==> config.mk <==
export PLATFORM = sky130hd
export DESIGN_NAME = cpu_issue_ctrl
export DESIGN_NICKNAME = d
export VERILOG_FILES = /design/src/rtl/cpu_issue_ctrl.sv
export SDC_FILE = /design/constraint.sdc
export NUM_CORES = 1
export LEC_CHECK = 0
export BUFFER_PORTS_ARGS = -buffer_cell sky130_fd_sc_hd__buf_2
export CAP_MARGIN = 20
export CORE_ASPECT_RATIO = 0.8
export CORE_UTILIZATION = 30
export CTS_BUF_LIST = sky130_fd_sc_hd__clkbuf_8
export DETAILED_ROUTE_END_ITERATION = 12
export PLACE_DENSITY = 0.6
export SLEW_MARGIN = 20
export SYNTH_ARGS = -nofsm -noshare
export SYNTH_HDL_FRONTEND = slang
export SYNTH_SLANG_ARGS = --single-unit
export TNS_END_PERCENT = 30
==> constraint.sdc <==
create_clock -name clk -period 2.7 [get_ports clk]
set_input_delay 0.27 -clock clk [delete_from_list [all_inputs] [get_ports clk]]
set_output_delay 0.27 -clock clk [all_outputs]
set_load 0.02 [all_outputs]
==> src/rtl/cpu_issue_ctrl.sv <==
// Round-robin issue controller: hands one instruction at a time to cpu_top and returns its result.
// Optional WAIT-state timeout is enabled by defining CPU_ISSUE_TIMEOUT_EN.
//
// state | meaning
// IDLE  | parked on NOP, granting one requester
// ISSUE | latched instruction driven, done ignored (may be stale)
// WAIT  | instruction held until done (or timeout)
// RESP  | one-cycle response strobe, back to NOP
module cpu_issue_ctrl #(
  parameter logic [7:0] NOP_OPCODE = 8'hF0
`ifdef CPU_ISSUE_TIMEOUT_EN
  , parameter int TIMEOUT_CYCLES = 16
`endif
) (
  input  logic       clk,
  input  logic       reset_n,
  input  logic       req0_valid,
  input  logic [7:0] req0_instr,
  output logic       req0_ready,
  input  logic       req1_valid,
  input  logic [7:0] req1_instr,
  output logic       req1_ready,
  output logic [7:0] cpu_instr,
  input  logic [7:0] cpu_result,
  input  logic       cpu_done,
  output logic       rsp_valid,
  output logic       rsp_id,
  output logic [7:0] rsp_result,
  output logic       rsp_timeout,
  output logic       busy
);

  typedef enum logic [1:0] {IDLE, ISSUE, WAIT, RESP} state_t;

  state_t     state, state_nxt;
  logic       last;
  logic       id_q;
  logic [7:0] instr_q;
  logic       gnt0, gnt1;
  logic       tmo_hit;

  // The requester not served last time wins a tie; last resets to 1 so requester 0 goes first.
  assign gnt0 = req0_valid && (!req1_valid || last);
  assign gnt1 = req1_valid && (!req0_valid || !last);

`ifdef CPU_ISSUE_TIMEOUT_EN
  localparam logic [7:0] TMO_LAST = 8'(TIMEOUT_CYCLES - 1);

  logic [7:0] wait_cnt;
  logic       tmo_q;

  always_ff @(posedge clk or negedge reset_n) begin
    if (!reset_n) begin
      wait_cnt <= 8'h00;
    end else if (state == ISSUE) begin
      wait_cnt <= 8'h00;
    end else if (state == WAIT) begin
      wait_cnt <= wait_cnt + 8'd1;
    end
  end

  // Limit is reached on the edge that ends the TIMEOUT_CYCLES-th WAIT cycle; done wins a tie.
  assign tmo_hit = (state == WAIT) && !cpu_done && (wait_cnt == TMO_LAST);

  always_ff @(posedge clk or negedge reset_n) begin
    if (!reset_n) begin
      tmo_q <= 1'b0;
    end else if (state == WAIT && cpu_done) begin
      tmo_q <= 1'b0;
    end else if (tmo_hit) begin
      tmo_q <= 1'b1;
    end
  end

  assign rsp_timeout = tmo_q;
`else
  assign tmo_hit     = 1'b0;
  assign rsp_timeout = 1'b0;
`endif

  always_ff @(posedge clk or negedge reset_n) begin
    if (!reset_n) begin
      state <= IDLE;
    end else begin
      state <= state_nxt;
    end
  end

  always_comb begin
    state_nxt  = state;
    req0_ready = 1'b0;
    req1_ready = 1'b0;
    cpu_instr  = NOP_OPCODE;
    case (state)
      IDLE: begin
        req0_ready = gnt0;
        req1_ready = gnt1;
        if (gnt0 || gnt1) state_nxt = ISSUE;
      end
      ISSUE: begin
        cpu_instr = instr_q;
        state_nxt = WAIT;
      end
      WAIT: begin
        cpu_instr = instr_q;
        if (cpu_done || tmo_hit) state_nxt = RESP;
      end
      RESP: begin
        state_nxt = IDLE;
      end
      default: state_nxt = IDLE;
    endcase
  end

  always_ff @(posedge clk or negedge reset_n) begin
    if (!reset_n) begin
      last    <= 1'b1;
      id_q    <= 1'b0;
      instr_q <= 8'h00;
    end else if (state == IDLE && (gnt0 || gnt1)) begin
      last    <= gnt1;
      id_q    <= gnt1;
      instr_q <= gnt0 ? req0_instr : req1_instr;
    end
  end

  always_ff @(posedge clk or negedge reset_n) begin
    if (!reset_n) begin
      rsp_id     <= 1'b0;
      rsp_result <= 8'h00;
    end else if (state == WAIT && cpu_done) begin
      rsp_id     <= id_q;
      rsp_result <= cpu_result;
    end else if (tmo_hit) begin
      rsp_id     <= id_q;
      rsp_result <= 8'h00;
    end
  end

  assign rsp_valid = (state == RESP);
  assign busy      = (state != IDLE);

endmodule

Yosys cells after proc, flatten, opt, wreduce, memory -nomap -nowiden
Index checks and enable logic that the tools add are counted.
W data, S select, Z words.

storage, ports and cells
  flip-flop bits (word level) = 21
  input port bits = 29
  output and inout port bits = 22
  word-level logic and storage cells = 32

operators by class
  equal/unequal tests = 5
  mux-type cells = 7
  reduce and logical (&&, ||, !) cells = 14

operator list
  kind                  number
  $mux W8               2
  $pmux W2 S4           1
  $eq A2 B2 Y1 const B  2
  $logic_and A1 B1 Y1   4
  $mux W2               2
  $ne A2 B2 Y1 const B  2
  $logic_not A1 Y1      3
  $logic_or A1 B1 Y1    3
  $eq A2 B1 Y1 const B  1
  $logic_not A2 Y1      1
  $mux W1               2
  $reduce_and A2 Y1     1
  $reduce_bool A2 Y1    1
  $reduce_or A2 Y1      1

Logic depth before layout (Yosys ltp)
Gate-level depths: netlist of the first run.

  depth after elaboration = 6
  gate-level depth with buffers = 6
  mapped depth without buffers = 5

Least setup slack after synthesis of the first run
Ideal clock, no wire load.

  path kind = register to output
  start = register state[0]
  end = output req0_ready
  arrival time = 1358 ps
  required time = 2430 ps
  setup slack = 1072 ps
  stages on the path, launching flop included = 5
  path buffers = 0
  cell sequence = dfrtp_1 inv_1 ha_1 inv_2 nor3_1

on the way
  word-level cells in the longest chain between the ends = 2

RTL lines
  item                      RTL line  text
  start: declaration        35        state_t state, state_nxt;
  start signal: assignment  85        state <= state_nxt;
  $logic_not A2 Y1          94        case (state)
  $mux W1                   94
  end: declaration          19        output logic req0_ready,

Every way passes these cells.

Worst setup path in the final report of the first run
Same ends and word-level chain as after synthesis.

==> reports/metrics.csv, run 1 <==
stage,metric,value,unit
route,first_iter_violations,11,
cts,path_clk_slew,70,ps
synthesis,netlist_area,1010,um^2
run,maxCapViolCount,0,
route,avgRoutedWirePerCell,12.8,um
sta,finalMaxSlewViolations,0,
pwr,power_density,1270,nW/um^2
sta,setup_viol,0,
cells_and_area,mostFrequentLayoutCell,buf_2,
die,dieWidth,66.9,um
sta,fmax,535,MHz
route,drtPass1Iterations,4,
grt,grt.total_usage,0.149,
sta,fin_crit,1870,ps
setup_path,crit_type,reg -> out,
cts,h-tree-depth,1,
placement,placed_cell_area,1290,um^2
sta,setup_tns,0,ps
grt,grt_pass1_wl,3840,um
cts,cts-root-buf,clkbuf_8,
cells_and_area,diodes,0,
cells_and_area,drive_above_1_share,0.426,
die,core_region_area,3150,um^2
setup_path,cp-start-kind,flop,
route,antenna_left,0,
die,die_y,53.9,um
sta,rsz0062_at_grt,false,
cts,cts_buffers,3,
cts,cts_sinks,21,
die,fp-row-count,18,
cells_and_area,layout_common_cells,"49 x buf_2, 20 x dfrtp_1, 9 x a31oi_1, 9 x o21ai_0",
grt,grt.overflow.total,0,
cts,clkLatencyLatePin,260,ps
placement,hpwl,1840,um
die,io_pins,51,
setup_path,worstPathArrival,1600,ps
route,drc,0,
synthesis,ys_seq_area_frac,0.521,
route,wirelength,2400,um
pwr,vdd_drop_max,0.479,mV
min_path,hold_class,in -> reg,
cells_and_area,area_growth,32.7,%
placement,gp_congestion,0.794,
die,initial_utilization,0.321,
synthesis,syn_nets,130,
grt,grt_max_degree,22,
route,via_per_inst,4.70,
setup_path,path_max_fanout,6,
synthesis,synth_cell_types,25,
cells_and_area,fin_area,1340,um^2
cts,cts_tree,built,
setup_path,required,2430,ps
placement,port_buffers,49,
cts,clockBufferDepth,2,
route,num_vias,883,
synthesis,avgSynthCellArea,10.3,um^2
grt,first_global_vias,847,
grt,antenna_found_initial,0,
sta,final_hold_viol_count,0,
synthesis,synthCells,98,
sta,finClkSkew,5.61,ps
cells_and_area,nets,181,
run_status,status,"finished, final reports clean",
synthesis,synth_seq_cells,21,
die,fp.dieArea,3610,um^2
setup_path,cp-end-kind,output pin,
sta,period_share,0.692,
synthesis,yosys_warnings,0,
pwr,power_leakage,0.000658,uW
state kept, by name (all words and copies together) (netlist names):
name,cells
last,1
state,2
id_q,1
rsp_id,1
instr_q,8
rsp_result,8
cell usage after synthesis:
master	n	area share
mux2_4	1	0.015
o21bai_1	1	0.0074
a31oi_1	9	0.056
conb_1	1	0.0037
o21a_1	1	0.0074
buf_4	1	0.0074
a21oi_1	2	0.0099
buf_2	1	0.0049
o21ai_0	9	0.045
nor3_1	1	0.0049
and2_1	4	0.025
nand2b_1	5	0.031
ha_1	3	0.037
nor2_1	8	0.030
o22a_1	1	0.0087
inv_1	5	0.019
and2b_1	1	0.0074
clkbuf_1	2	0.0074
dfrtp_1	20	0.50
dfstp_2	1	0.026
nand2_1	3	0.011
inv_2	1	0.0037
o32a_1	1	0.0099
mux2_2	8	0.089
nand3_1	8	0.040
metal layers:
layer,wire length (um),GRT usage,share of wire
met5,0,0,0
met4,14,0.0213,0.0058
met3,232,0.0572,0.097
met2,1070,0.269,0.45
met1,1090,0.172,0.45
final timing paths:
path / end / slack [ps] / startpoint / depth (start not counted)
min reg2reg: rsp_id / 490 / rsp_id / 2
min in group asynchronous: state[1] / 490 / reset_n / 2
min: rsp_result[1] / 250 / cpu_result[1] / 2
max in group asynchronous: last / 1860 / reset_n / 2
max reg2reg: state[1] / 1050 / state[0] / 5
max: req0_ready / 830 / state[0] / 5
critical path, stage by stage, from the launching register on:
cell	delay, ps
dfrtp_1	410
inv_1	90
ha_1	270
inv_2	70
nor3_1	280
buf_2	220
stage by stage:
step                instances  utilization  setup WS [ps]  power (uW)  hold slack [ps]
floorplan                  98            -           1070        1230            -25.6
global placement          183        0.408           1150        1500              252
detailed placement        183        0.408           1060        1530              256
CTS                       188        0.425            816        1730              246
global route              188        0.425            752        1850              239
finish                    188        0.425            832        1710              251
timing repair:
| item | in CTS | in global routing |
|---|---|---|
| setup buffers | 0 | 0 |
| endpoints found under the hold margin | 20 | 0 |
| hold buffers | 1 | 0 |
| gates resized for setup | 0 | 0 |
cell type report:
type                    count  area (um^2)
multi-input cells          67          442
inverters                   6         22.5
well taps                  40         50.0
clock buffers               3         41.3
fillers                   323         1810
repair buffers             50          255
clock inverters             1         3.75
flip-flops and latches     21          527
cells by family after synthesis:
kind of cell	synth area share
buffers and inverters	0.0421
AND/OR/NAND/NOR	0.149
AO/OA/AOI/OAI	0.144
multiplexers	0.104
adder cells (fa/ha/maj)	0.0371
flip-flops	0.521
other	0.00371
report_power, final:
group | switching (uW) | internal, uW | total, uW
registers | 83.2 | 483 | 566
logic | 563 | 381 | 944
clock network | 95.1 | 101 | 196
total | 741 | 965 | 1710
Note: power is estimated with default switching activity, not from simulation.
==> inputs of run 2 (changes only) <==
- ABC_AREA: unset -> 1
- PLACE_DENSITY: 0.6 -> 0.59
- clock period: 2.7 -> 1.9 ns (I/O delays scaled with it)
==> reports/metrics.csv, run 2 <==
stage,metric,value,unit,change
synthesis,yosys_warnings,0,,unchanged
die,die_y,55.4,um,+2.8%
cells_and_area,diodes,0,,unchanged
pwr,seq_power_share,0.326,,-0.006
die,fp.dieArea,3810,um^2,+5.7%
route,num_vias,926,,+4.9%
setup_path,path_max_fanout,5,,-1
min_path,hold_class,in -> reg,,
cts,cts_sinks,21,,unchanged
sta,finClkSkew,11.2,ps,+5.54 ps
cells_and_area,drive_above_1_share,0.420,,-0.00522
grt,first_global_vias,847,,unchanged
cts,h-tree-depth,1,,unchanged
synthesis,synthCells,124,,+27%
placement,port_buffers,49,,unchanged
grt,grt.overflow.total,0,,unchanged
run,maxCapViolCount,0,,unchanged
synthesis,synth_top_area_share,0.467,,-0.0278
die,initial_utilization,0.313,,-0.00777
setup_path,required,1710,ps,-720 ps
synthesis,post-synth-top-area-cell,dfrtp_1,,
setup_path,crit_type,reg -> out,,
placement,hpwl,1780,um,-3.0%
synthesis,synth_edf_count,0,,unchanged
cts,clkLatencyLatePin,270,ps,about the same
synthesis,netlist_area,1070,um^2,+5.9%
sta,setup_tns,0,ps,unchanged
pwr,pwr-share-clk,0.125,,+0.010
pwr,switchingPower,1090,uW,+47%
route,wirelength,2210,um,-8.1%
cells_and_area,fillers,368,,+14%
route,via_per_inst,4.25,,-9.6%
cells_and_area,area_growth,31.9,%,
synthesis,avgSynthCellArea,8.64,um^2,-16%
sta,period_share,0.948,,
cts,path_clk_slew,90,ps,+20 ps
cts,cts_tree,built,,
cts,postCtsSetupRepairBufs,0,,unchanged
cells_and_area,reg_top3,"instr_q: 8 flops, rsp_result: 8 flops, state: 2 flops",,
route,first_iter_violations,18,,+7
sta,finalMaxSlewViolations,0,,unchanged
grt,grt_pass1_wl,3480,um,-9.4%
synthesis,yosys_most_used_dff,dfrtp_1,,
grt,grt.total_usage,0.121,,-0.0276
sta,setup_ws,99.0,ps,-733 ps
pwr,p_comb_frac,0.549,,-0.004
synthesis,yosys-top-cells-area,"dfrtp_1 47%, nand2_1 16%, mux2_2 8.4%",,
pwr,internal_power,1330,uW,+37%
sta,fin_crit,1800,ps,
setup_path,cp-start-kind,flop,,
sta,rsz0062_at_grt,false,,
pwr,vdd_drop_max,0.753,mV,+57%
run_status,status,"finished, final reports clean",,
pwr,switching_share,0.451,,+0.0169
synthesis,ys_async_sr_fraction,1.00,,unchanged
grt,antenna_found_initial,0,,unchanged
cells_and_area,nets,209,,+15%
grt,grt_max_degree,22,,unchanged
setup_path,worstPathArrival,1610,ps,about the same
synthesis,synth_seq_cells,21,,unchanged
cells_and_area,layout_common_cells,"49 x buf_2, 47 x nand2_1, 20 x dfrtp_1, 13 x inv_1, 9 x nand3_1",,
route,antenna_left,0,,unchanged
cells_and_area,final_core_util,0.413,,-0.0128
cts,clockBufferDepth,2,,unchanged
pwr,power_leakage,0.000827,uW,+26%
route,drtPass1Iterations,4,,unchanged
cts,cts-root-buf,clkbuf_8,,
sta,final_hold_viol_count,0,,unchanged
die,io_pins,51,,unchanged
cells_and_area,mostFrequentLayoutCell,buf_2,,
pwr,power_density,1710,nW/um^2,+35%
route,avgRoutedWirePerCell,10.1,um,-21%
placement,dpl_worst_slack,396,ps,-662 ps
cts,cts_buffers,3,,unchanged
synthesis,ys_seq_area_frac,0.492,,-0.0292
sta,fmax,555,MHz,
synthesis,yosysMostFrequentCell,nand2_1,,
setup_path,cp-end-kind,output pin,,
synthesis,syn_nets,156,,+20%
die,fp-row-count,19,,+1
sta,setup_viol,0,,unchanged
placement,gp_congestion,0.702,,-12%
synthesis,synth_cell_types,18,,-28%
die,core_region_area,3420,um^2,+8.6%
route,drc,0,,unchanged
synthesis,synthTopCellsByCount,"47 x nand2_1, 20 x dfrtp_1, 13 x inv_1",,
die,dieWidth,68.8,um,+2.8%
==> run 2: cell types whose count changed after synthesis, sizes merged, moves of 2 or more <==
cell    before  now
nand2        3   51
inv          6   15
nand2b       5    0
and2         4    0
nand3        8   10
o21ai        9    5
nor2         8    2
clkbuf       2    0
a31oi        9    0
or2          0    4
==> run 2: routing by layer <==
layer	GRT usage	up-vias	routed length (um)
met4	0.0175	0	7
met3	0.0455	2	160
met2	0.192	25	1010
met1	0.161	415	1030
met5	0	-	0
li1	-	484	-
==> run 2: final timing paths <==
check | startpoint | endpoint | slack [ps] | depth (start not counted)
max | state[1] | cpu_instr[5] | 100 | 5
min | cpu_result[4] | rsp_result[4] | 150 | 2
max reg2reg | state[1] | rsp_result[0] | 560 | 3
min reg2reg | instr_q[4] | instr_q[4] | 490 | 2
max in group asynchronous | reset_n | last | 1140 | 2
min in group asynchronous | reset_n | rsp_result[3] | 400 | 2
==> run 2: worst max-delay path: stages, from the launching register on <==
cell and delay [ps]:
dfrtp_1 410, inv_1 60, ha_1 340, inv_1 100
or2_2 280, buf_2 160
==> run 2: kinds of logic (layout without fill, tap and decap cells) <==
kind of cell               Yosys count  count (layout)  share of synthesized area
buffers and inverters               17              69                     0.0666
adders and majority gates            3               3                     0.0351
and+or+nand+nor                     67              67                      0.286
AOI/OAI and AO/OA                    7               7                     0.0327
other                                1               1                    0.00350
DFF                                 21              21                      0.492
muxes                                8               8                     0.0841
==> run 2: power groups by stage <==
stage / Combinational [uW] / Sequential, uW / Clock (uW)
global placement: 1340 / 784 / 0
global route: 1460 / 815 / 325
detailed placement: 1350 / 798 / 0
floorplan: 837 / 901 / 0
finish: 1330 / 788 / 302
CTS: 1350 / 789 / 311
==> run 2: stage by stage <==
stage	hold slack, ps	area (um^2)	power (uW)	std cells
floorplan	-106	1070	1740	124
global placement	161	1350	2120	213
detailed placement	173	1350	2140	213
CTS	147	1410	2450	218
global route	147	1410	2600	218
finish	148	1410	2420	218
==> run 2: what timing repair did <==
item / 4_1_cts / 5_1_grt
hold buffers: 1 / 0
gates resized for setup: 0 / 0
endpoints found under the setup margin: 0 / 0
hold endpoints to repair: 20 / 0
==> run 2: final cells by class <==
cell class	instances	area, um^2	share of cell area
Clock buffer	3	41.3	0.0292
Clock inverter	1	7.51	0.00531
Inverter	15	56.3	0.0399
Multi-Input combinational cell	86	473	0.335
Sequential cell	21	527	0.373
Tap cell	42	52.6	0.0372
Timing Repair Buffer	50	255	0.181
